## config.mk

```make
export PLATFORM = sky130hd
export DESIGN_NAME = regfile_wb_arbiter
export DESIGN_NICKNAME = d
export VERILOG_FILES = /design/src/rtl/regfile_wb_arbiter.sv
export SDC_FILE = /design/constraint.sdc
export NUM_CORES = 1
export LEC_CHECK = 0
export ABC_AREA = 1
export CAP_MARGIN = 20
export CELL_PAD_IN_SITES_DETAIL_PLACEMENT = 1
export CELL_PAD_IN_SITES_GLOBAL_PLACEMENT = 1
export CORE_ASPECT_RATIO = 1.25
export CORE_MARGIN = 5
export CORE_UTILIZATION = 25
export DETAILED_ROUTE_END_ITERATION = 10
export DONT_BUFFER_PORTS = 1
export GPL_TIMING_DRIVEN = 0
export PLACE_DENSITY = 0.54
export SYNTH_ARGS = -nofsm -noshare
export SYNTH_HDL_FRONTEND = slang
export SYNTH_SLANG_ARGS = --single-unit
```

## constraint.sdc

```tcl
create_clock -name CLK -period 3.1 [get_ports CLK]
set_clock_uncertainty 0.15 [all_clocks]
set_input_delay 0.465 -clock CLK [delete_from_list [all_inputs] [get_ports CLK]]
set_output_delay 0.465 -clock CLK [all_outputs]
set_load 0.1 [all_outputs]
```

## src/rtl/regfile_wb_arbiter.sv

```systemverilog
// Register-file write-port arbiter between pipeline writeback and the mul/div unit,
// with an MD result FIFO and pending scoreboard. Optional starvation guard: MDWB_STARVE_GUARD_EN.
module regfile_wb_arbiter #(
  parameter int FIFO_DEPTH   = 2,
  parameter int STARVE_LIMIT = 4
) (
  input  logic        CLK,
  input  logic        RESET,
  input  logic        WB_VALID,
  input  logic [4:0]  WB_RD,
  input  logic [31:0] WB_DATA,
  output logic        WB_HOLD,
  input  logic        MD_VALID,
  input  logic [4:0]  MD_RD,
  input  logic [31:0] MD_DATA,
  output logic        MD_READY,
  input  logic        ISSUE_MD,
  input  logic [4:0]  ISSUE_RD,
  input  logic [4:0]  DEC_RS1,
  input  logic [4:0]  DEC_RS2,
  input  logic [4:0]  DEC_RD,
  output logic        STALL,
  output logic [31:0] PENDING,
  output logic        RF_WE,
  output logic [4:0]  RF_WADDR,
  output logic [31:0] RF_WDATA
);
  localparam int AW = (FIFO_DEPTH > 1) ? $clog2(FIFO_DEPTH) : 1;
  localparam int CW = AW + 1;

  logic [36:0]   fifo_mem [FIFO_DEPTH];
  logic [AW-1:0] wr_ptr, rd_ptr;
  logic [CW-1:0] count;
  logic [31:0]   pending;
  logic          rf_we_q;
  logic [4:0]    rf_waddr_q;
  logic [31:0]   rf_wdata_q;
  logic          wb_hold;
  logic          full, empty, wb_accept, push, md_keep, drain, bypass, enq, sel_we;
  logic [4:0]    sel_addr, head_rd;
  logic [31:0]   sel_data, head_data, set_mask, clr_mask;

  // MD handshake: a result transfers on any cycle with MD_VALID && MD_READY.
  // MD_READY depends only on FIFO occupancy and RESET, never on MD_VALID.
  assign full     = (count == CW'(FIFO_DEPTH));
  assign empty    = (count == '0);
  assign MD_READY = !full && !RESET;
  assign {head_rd, head_data} = fifo_mem[rd_ptr];

  always_comb begin
    wb_accept = WB_VALID && (WB_RD != 5'd0) && !wb_hold;
    push      = MD_VALID && MD_READY;
    md_keep   = push && (MD_RD != 5'd0);
    drain     = !wb_accept && !empty;
    bypass    = !wb_accept && empty && md_keep;
    enq       = md_keep && !bypass;
    sel_we    = wb_accept || drain || bypass;
    sel_addr  = 5'd0;
    sel_data  = 32'd0;
    clr_mask  = 32'd0;
    set_mask  = 32'd0;
    if (wb_accept) begin
      sel_addr = WB_RD;
      sel_data = WB_DATA;
    end else if (drain) begin
      sel_addr = head_rd;
      sel_data = head_data;
      clr_mask = 32'd1 << head_rd;
    end else if (bypass) begin
      sel_addr = MD_RD;
      sel_data = MD_DATA;
      clr_mask = 32'd1 << MD_RD;
    end
    if (ISSUE_MD && (ISSUE_RD != 5'd0)) set_mask = 32'd1 << ISSUE_RD;
  end

  always_ff @(posedge CLK) begin
    if (enq) fifo_mem[wr_ptr] <= {MD_RD, MD_DATA};
  end

  always_ff @(posedge CLK) begin
    if (RESET) begin
      wr_ptr <= '0;
      rd_ptr <= '0;
      count  <= '0;
    end else begin
      if (enq) wr_ptr <= wr_ptr + AW'(1);
      if (drain) rd_ptr <= rd_ptr + AW'(1);
      if (enq && !drain) count <= count + CW'(1);
      else if (!enq && drain) count <= count - CW'(1);
    end
  end

  // Set is applied after clear so a same-cycle reissue keeps the bit.
  always_ff @(posedge CLK) begin
    if (RESET) pending <= 32'd0;
    else pending <= ((pending & ~clr_mask) | set_mask) & ~32'd1;
  end

  always_ff @(posedge CLK) begin
    if (RESET) begin
      rf_we_q    <= 1'b0;
      rf_waddr_q <= 5'd0;
      rf_wdata_q <= 32'd0;
    end else begin
      rf_we_q <= sel_we;
      if (sel_we) begin
        rf_waddr_q <= sel_addr;
        rf_wdata_q <= sel_data;
      end
    end
  end

`ifdef MDWB_STARVE_GUARD_EN
  localparam int SW = $clog2(STARVE_LIMIT + 1);
  logic [SW-1:0] starve_cnt;

  // Counts cycles the FIFO head waits behind WB; one forced-drain cycle at the limit.
  always_ff @(posedge CLK) begin
    if (RESET) begin
      starve_cnt <= '0;
      wb_hold    <= 1'b0;
    end else begin
      wb_hold <= 1'b0;
      if (empty || drain) begin
        starve_cnt <= '0;
      end else if (starve_cnt == SW'(STARVE_LIMIT - 1)) begin
        starve_cnt <= '0;
        wb_hold    <= 1'b1;
      end else begin
        starve_cnt <= starve_cnt + SW'(1);
      end
    end
  end
`else
  logic unused_starve_limit;
  assign unused_starve_limit = |STARVE_LIMIT;
  assign wb_hold = 1'b0;
`endif

  assign WB_HOLD  = wb_hold;
  assign PENDING  = pending;
  assign RF_WE    = rf_we_q;
  assign RF_WADDR = rf_waddr_q;
  assign RF_WDATA = rf_wdata_q;
  assign STALL    = ((DEC_RS1 != 5'd0) && pending[DEC_RS1]) ||
                    ((DEC_RS2 != 5'd0) && pending[DEC_RS2]) ||
                    ((DEC_RD  != 5'd0) && pending[DEC_RD]);
endmodule

```

=== Word-level counts from Yosys, hierarchy flattened ===
Memory sizes are Yosys's and may differ from the RTL's. A register that Yosys moved wholly into a read port is not among the register bits.
Index checks and enable logic that the tools add are counted.

* Bits in registers: 74
* RAM bits: 74
* Word-level logic and storage cells: 78
* Memories kept: 1

* Add/subtract/negate cells: 4
* Order comparisons: 3
* Equality and inequality tests: 1
* Shifts and indexed selects: 3
* Muxes and demuxes: 22
* Bitwise operators: 3
* Reductions and logical operators: 33

{| class="wikitable"
|+ Memory list
! name !! depth !! width !! read ports !! clocked after memory_dff !! wr ports !! RTL line !! source
|-
| fifo_mem || 2 || 37 || 1 || 1 || 1 || 31 || <nowiki>logic [36:0] fifo_mem [FIFO_DEPTH];</nowiki>
|}

{| class="wikitable"
|+ Operator list
! operator !! count
|-
| two-way mux 32 bit || 7
|-
| << shifter 1 x 5 -> 32 bit (first input constant) || 3
|-
| AND 32 bit || 1
|-
| inverter 32 bit || 1
|-
| bitwise OR 32 bit || 1
|-
| nonzero test 5 bit || 6
|-
| less-than comparator 5 x 6 -> 1 bit (second input constant) || 3
|-
| binary-select mux 1 bit (select 5 bit) || 3
|-
| two-way mux 5 bit || 3
|-
| logical AND 1 bit || 14
|-
| logical NOT 1 bit || 7
|-
| two-way mux 1 bit || 7
|-
| logical OR 1 bit || 4
|-
| two-way mux 2 bit || 2
|-
| adder 1 bit (second input constant) || 2
|-
| adder 2 x 1 -> 2 bit (second input constant) || 1
|-
| == test 2 bit (second input constant) || 1
|-
| logical NOT 2 bit || 1
|-
| nonzero test 2 bit || 1
|-
| subtractor 2 x 1 -> 2 bit (second input constant) || 1
|}

=== Depth between registers and ports, before layout ===
* Depth after elaboration: 12
* Depth in mapped cells: 13
* Depth with buffers taken out: 12

=== Least setup slack after synthesis ===
Ideal clock, no wire load.

* Path kind: input -> register
* Start point: in MD_RD[3]
* End point: mem fifo_mem[1][0], enable pin
* Arrival time: 2.812 ns
* Setup slack: -0.295 ns
* Cell stages on the path: 8
* Cells stage by stage: buf_4 nor2_2 nand3_4 clkinv_4 nor2_8 buf_4 nand2_1 nor2_1

* Cells in the longest elaborated chain, start to end: 7

{| class="wikitable"
|+ RTL lines
! what !! RTL line !! source
|-
| start, declared || 14 || <nowiki>input logic [4:0] MD_RD,</nowiki>
|-
| nonzero test 5 bit * || 53 || <nowiki>md_keep = push && (MD_RD != 5'd0);</nowiki>
|-
| logical AND 1 bit * || 53 ||
|-
| logical AND 1 bit || 55 || <nowiki>bypass = !wb_accept && empty && md_keep;</nowiki>
|-
| logical NOT 1 bit || 56 || <nowiki>enq = md_keep && !bypass;</nowiki>
|-
| logical AND 1 bit * || 56 ||
|-
| two-way mux 1 bit * || 78 || <nowiki>if (enq) fifo_mem[wr_ptr] <= {MD_RD, MD_DATA};</nowiki>
|-
| two-way mux 1 bit (not written as such) * || 78 ||
|-
| end, declared || 31 ||
|}

Mark *: on every way between the ends. The rest lies on a longest branch, timed or not.

=== Worst setup path in the final report ===
* Start point: reg pending[24] (netlist: PENDING[24])
* End point: out STALL

* Cells in the longest elaborated chain, start to end: 5

{| class="wikitable"
|+ RTL lines
! what !! RTL line !! source
|-
| start, declared || 34 || <nowiki>logic [31:0] pending;</nowiki>
|-
| start signal, assigned || 97 || <nowiki>else pending <= ((pending & ~clr_mask) | set_mask) & ~32'd1;</nowiki>
|-
| binary-select mux 1 bit (select 5 bit) (on tied branches) || 146, 147 ||
|-
| two-way mux 1 bit (on tied branches) || 146, 147 ||
|-
| logical AND 1 bit (on tied branches) || 146, 147 ||
|-
| logical OR 1 bit || 146 || <nowiki>assign STALL = ((DEC_RS1 != 5'd0) && pending[DEC_RS1]) ||</nowiki>
|-
| logical OR 1 bit * || 147 || <nowiki>((DEC_RS2 != 5'd0) && pending[DEC_RS2]) ||</nowiki>
|-
| end, declared || 22 || <nowiki>output logic STALL,</nowiki>
|}

Mark *: on every way between the ends. The rest lies on a longest branch, timed or not. The select of a mux whose other input is x is not followed.

==> results.md <==
- Result of the run: finished, final reports clean
- Cell types with the largest area share after synthesis: edfxtp_1 27%, nand2_1 20%, dfxtp_1 18%
- DIE AREA: roughly 37,000 sq um
- Reg-to-reg setup timing slack: between 0.6 and 0.7 ns
- Maximum number of pins on one net before global-route repair: 27
- Part of the total power dissipated in sequential elements: between 40 and 50%
- Most common cell in the synthesized netlist: nand2_1
- Power density relative to cell area: between 700 and 800 nW/um^2
- Number of standard cells in the final layout excluding fillers: 1,638
- Overflow after GRT: 0
- Root buffer cell: clkbuf_16
- Total number of clock tree sinks: 148
- Number of unique standard cell types used by synthesis: 33
- Number of cells on the worst reg-to-reg path: 8
- Xor-xnor portion of the synthesized cell area: less than 1%
- Leakage component of the power: roughly 4.0 nW
- Number of setup buffers added after CTS: 0
- Internal portion of total power: between 4 and 5 mW
- Share of flip-flops with an asynchronous set or reset after synthesis: 0%
- Number of antenna violations at the first check in global routing: 0
- Dominant register cell in the synthesized netlist: edfxtp_1
- Placed cells: 1,569
- Final estimated routing congestion in global placement: 0.820
- Switching Share: a little under half
- Crit path required time: approximately 2.5 ns
- Worst hold path endpoint: RF_WADDR[4]
- Maximum fanout count along the critical path: 4
- Wire length of the first global-routing pass: 49.4 mm
- Inserted Clock Buffers: 17
- Count of antenna-violating nets left after detailed routing: 0
- Ratio of cells with drive above 1 in the final layout: ~14%
- Placed inst area: 9040 sq um
- Register clock-pin slew on the reported worst setup and hold paths: approximately 0.070 ns
- Post-synthesis share of cell area spent on and, or, nand and nor gates: approximately 37%
- Number of hold violations in the final report: 0
- Avg Cell Area, Syn: roughly 7.3 sq um
- Ratio of final minimum period to clock period: 94.2%
- Crit end category: primary output
- Hold path startpoint: WB_VALID
- Worst hold slack across all endpoints: roughly 0.030 ns
- Synthesized flop and latch total: 148
- Total I/O pin count: between 150 and 200
- Longest Clk Path Bufs: 2
- Area of the placeable core: roughly 33,000 sq um
- Final nets: roughly 1.3k
- Power share of the clock group: 27.7%
- Height of the chip: approximately 210 um
- Total Negative Setup Slacks: 0 ns
- Final HPWL from detailed placement: approximately 25 mm
- Area fraction of the dominant cell type after synthesis: approximately a quarter
- Largest family of logic cells by synthesized area: simple AND/OR/NAND/NOR gates
- Number of detailed-route iterations in the first pass: 6
- Die span in x: approximately 170 um
- Iter 0 DRT Violations: slightly above 400
- Post-synthesis sequential area ratio: ~44%
- Number of cells on the worst hold path: 2
- Cell type with the largest total area after synthesis: edfxtp_1
- Hold WC Path Type: in -> reg
- Relative slew slack: 29.3%
- Max-Cap Viols: 0
- Unrepaired setup endpoints after global routing: no
- PortBufs: 0
- Category of cells accounting for the largest share of critical-path delay: simple AND/OR/NAND/NOR gates
- Mapped cell area: approximately 8400 sq um
- Worst-case vdd ir drop: around 0.00030 V
- Standard-cell row count: 74
- Slew at the pin closest to its max-slew limit: between 1 and 1.5 ns
- Kind of start point of the critical path: register
- Post-Synth Adder-Cell Area: less than 1%
- Number of endpoints failing setup at the final stage: 0
- Number of warning messages in the yosys log: 0
- Launch point of the worst reg-to-reg path: count[0]
- Leading cell types by count after synthesis: 447 x nand2_1, 159 x nand3_1, 74 x dfxtp_1, 74 x edfxtp_1, 70 x nor2_1
- Signed area change from the synthesized netlist to the final layout: 20.6%
- Critical register-to-register path endpoint: fifo_mem[0][22]
- Most common cell type on the critical path: nand2_1
- Mux share of post-synthesis cell area: 0%
- H-Tree Level Count: 4
- Pins over their slew limit: 0
- Routed via count: ~7.9k
- Gate power share: between 20% and 30%
- Instance count of the mapped netlist: approximately 1.1k
- Average wire per standard cell: 19.9 um
- Clock network latency to the later pin of the worst-skew pair: 0.44 ns
- Vias in the first global route: slightly above 8k
- Critical Path, Cell by Cell: inv_1 -> nand2_1 -> nand3_1 -> nand3_1 -> nand3_1 -> nand2_1 -> nand2_1 -> nand2_1 -> nor2_1 -> nand2_2
- Total length of routed wires: around 33 mm
- Post-synth EDFFs: 74
- Summed area of non-filler cells in the final layout: between 10,000 and 15,000 sq um
- Largest stage delay, worst path: between 0.7 and 0.8 ns
- Antenna cell count: 0
- Shortest period the worst path allows: 2.92 ns
- CP max stage cell: dfxtp_2
- Arr. time, crit path: 2.31 ns
- Post-route DRC: 0
- Aggregate global-route resource usage: between 15 and 20%
- Synthesized-area fraction occupied by ao, oa, aoi and oai cells: 10.5%
- Starting density of the core: 25.4%
- Worst path bufs/invs: 1
- Sw Pwr: ~3.6 mW
- Highest achievable clock rate: around 0.34 GHz
- Vias per cell: a little under 5
- Clock tree from TritonCTS: done
- Critical path start-end classification: reg -> out
[logic make-up (layout without fill, tap and decap cells)]
kind of cell             after synthesis  in the layout
AO/OA/AOI/OAI                        149            149
XOR/XNOR                               1              1
adder cells (fa/ha/maj)                1              1
buffers and inverters                131            207
flip-flops                           148            148
other                                  1              2
AND/OR/NAND/NOR                      712            712
[per-stage QoR]
step / total power [mW] / setup WS (ns) / utilization, %
after floorplan: 5.01 / 0.179 / -
after global placement: 5.60 / -0.748 / 27.0
after detailed placement: 5.64 / -0.177 / 27.5
after CTS: 7.85 / 0.0494 / 30.6
after global routing: 8.15 / 0.0533 / 30.7
final: 7.75 / 0.179 / 30.7
[cells in the final DEF (no fill, tap or decap), types with 19 or more instances in the layout]
cell type,synthesis,routed
a21oi_1,56,56
clkbuf_1,22,24
clkbuf_16,0,19
dfxtp_1,74,46
dlygate4sd3_1,0,37
edfxtp_1,74,74
inv_1,57,57
nand2_1,447,446
nand3_1,159,159
nor2_1,70,68
o21ai_1,41,41
o21ai_2,26,26
[metal layers]
metal,track usage (%),vias to the layer above,share of wire [%]
met5,0,-,0
li1,-,3900,-
met4,5.80,0,2.5
met2,31.0,165,51
met1,20.2,3780,42
met3,3.83,37,4.3
[power groups by stage]
stage / clock network (mW) / registers [mW] / logic (mW)
floorplan: 0 / 3.55 / 1.46
global placement: 0 / 3.60 / 1.99
detailed placement: 0 / 3.60 / 2.04
CTS: 2.19 / 3.56 / 2.10
global route: 2.28 / 3.58 / 2.29
finish: 2.15 / 3.55 / 2.05
[worst max-delay path by stage]
stage | startpoint | to | slack (ns) | cells past startpoint
after CTS | PENDING[25] | STALL | 0.05 | 8
after global routing | PENDING[29] | STALL | 0.05 | 10
after floorplan | PENDING[25] | STALL | 0.18 | 8
final | PENDING[24] | STALL | 0.18 | 10
after detailed placement | PENDING[25] | STALL | -0.18 | 8
after global placement | RESET | fifo_mem[1][22] | -0.75 | 7
[worst register-to-register path, stage by stage, from the launching register on]
cell and delay (ns):
dfxtp_1 0.36, inv_2 0.07, nand2_2 0.20, inv_2 0.10
nand2_4 0.17, buf_6 0.20, nand2_1 0.17, nor2_4 0.46
buf_12 0.27
[state kept, by name, indices dropped and copies added (netlist names), named ones only]
signal,count
fifo_mem,74
wr_ptr,1
RF_WADDR,5
PENDING,31
rd_ptr,1
RF_WDATA,32
count,2
RF_WE,1
[final cells by class]
cell class	instances	area (sq um)
Multi-Input combinational cell	865	3990
Clock buffer	22	497
Timing Repair Buffer	44	515
Clock inverter	10	108
Fill cell	4016	22800
Buffer	63	413
Inverter	68	265
Sequential cell	148	3760
Tap cell	418	523
[timing repair]
item,4_1_cts,5_1_grt
hold buffers,37,0
pin swaps,0,0
setup endpoints to repair,1,1
gates resized for setup,29,10
hold endpoints to repair,74,0
Note: power is estimated with default switching activity, not from simulation.
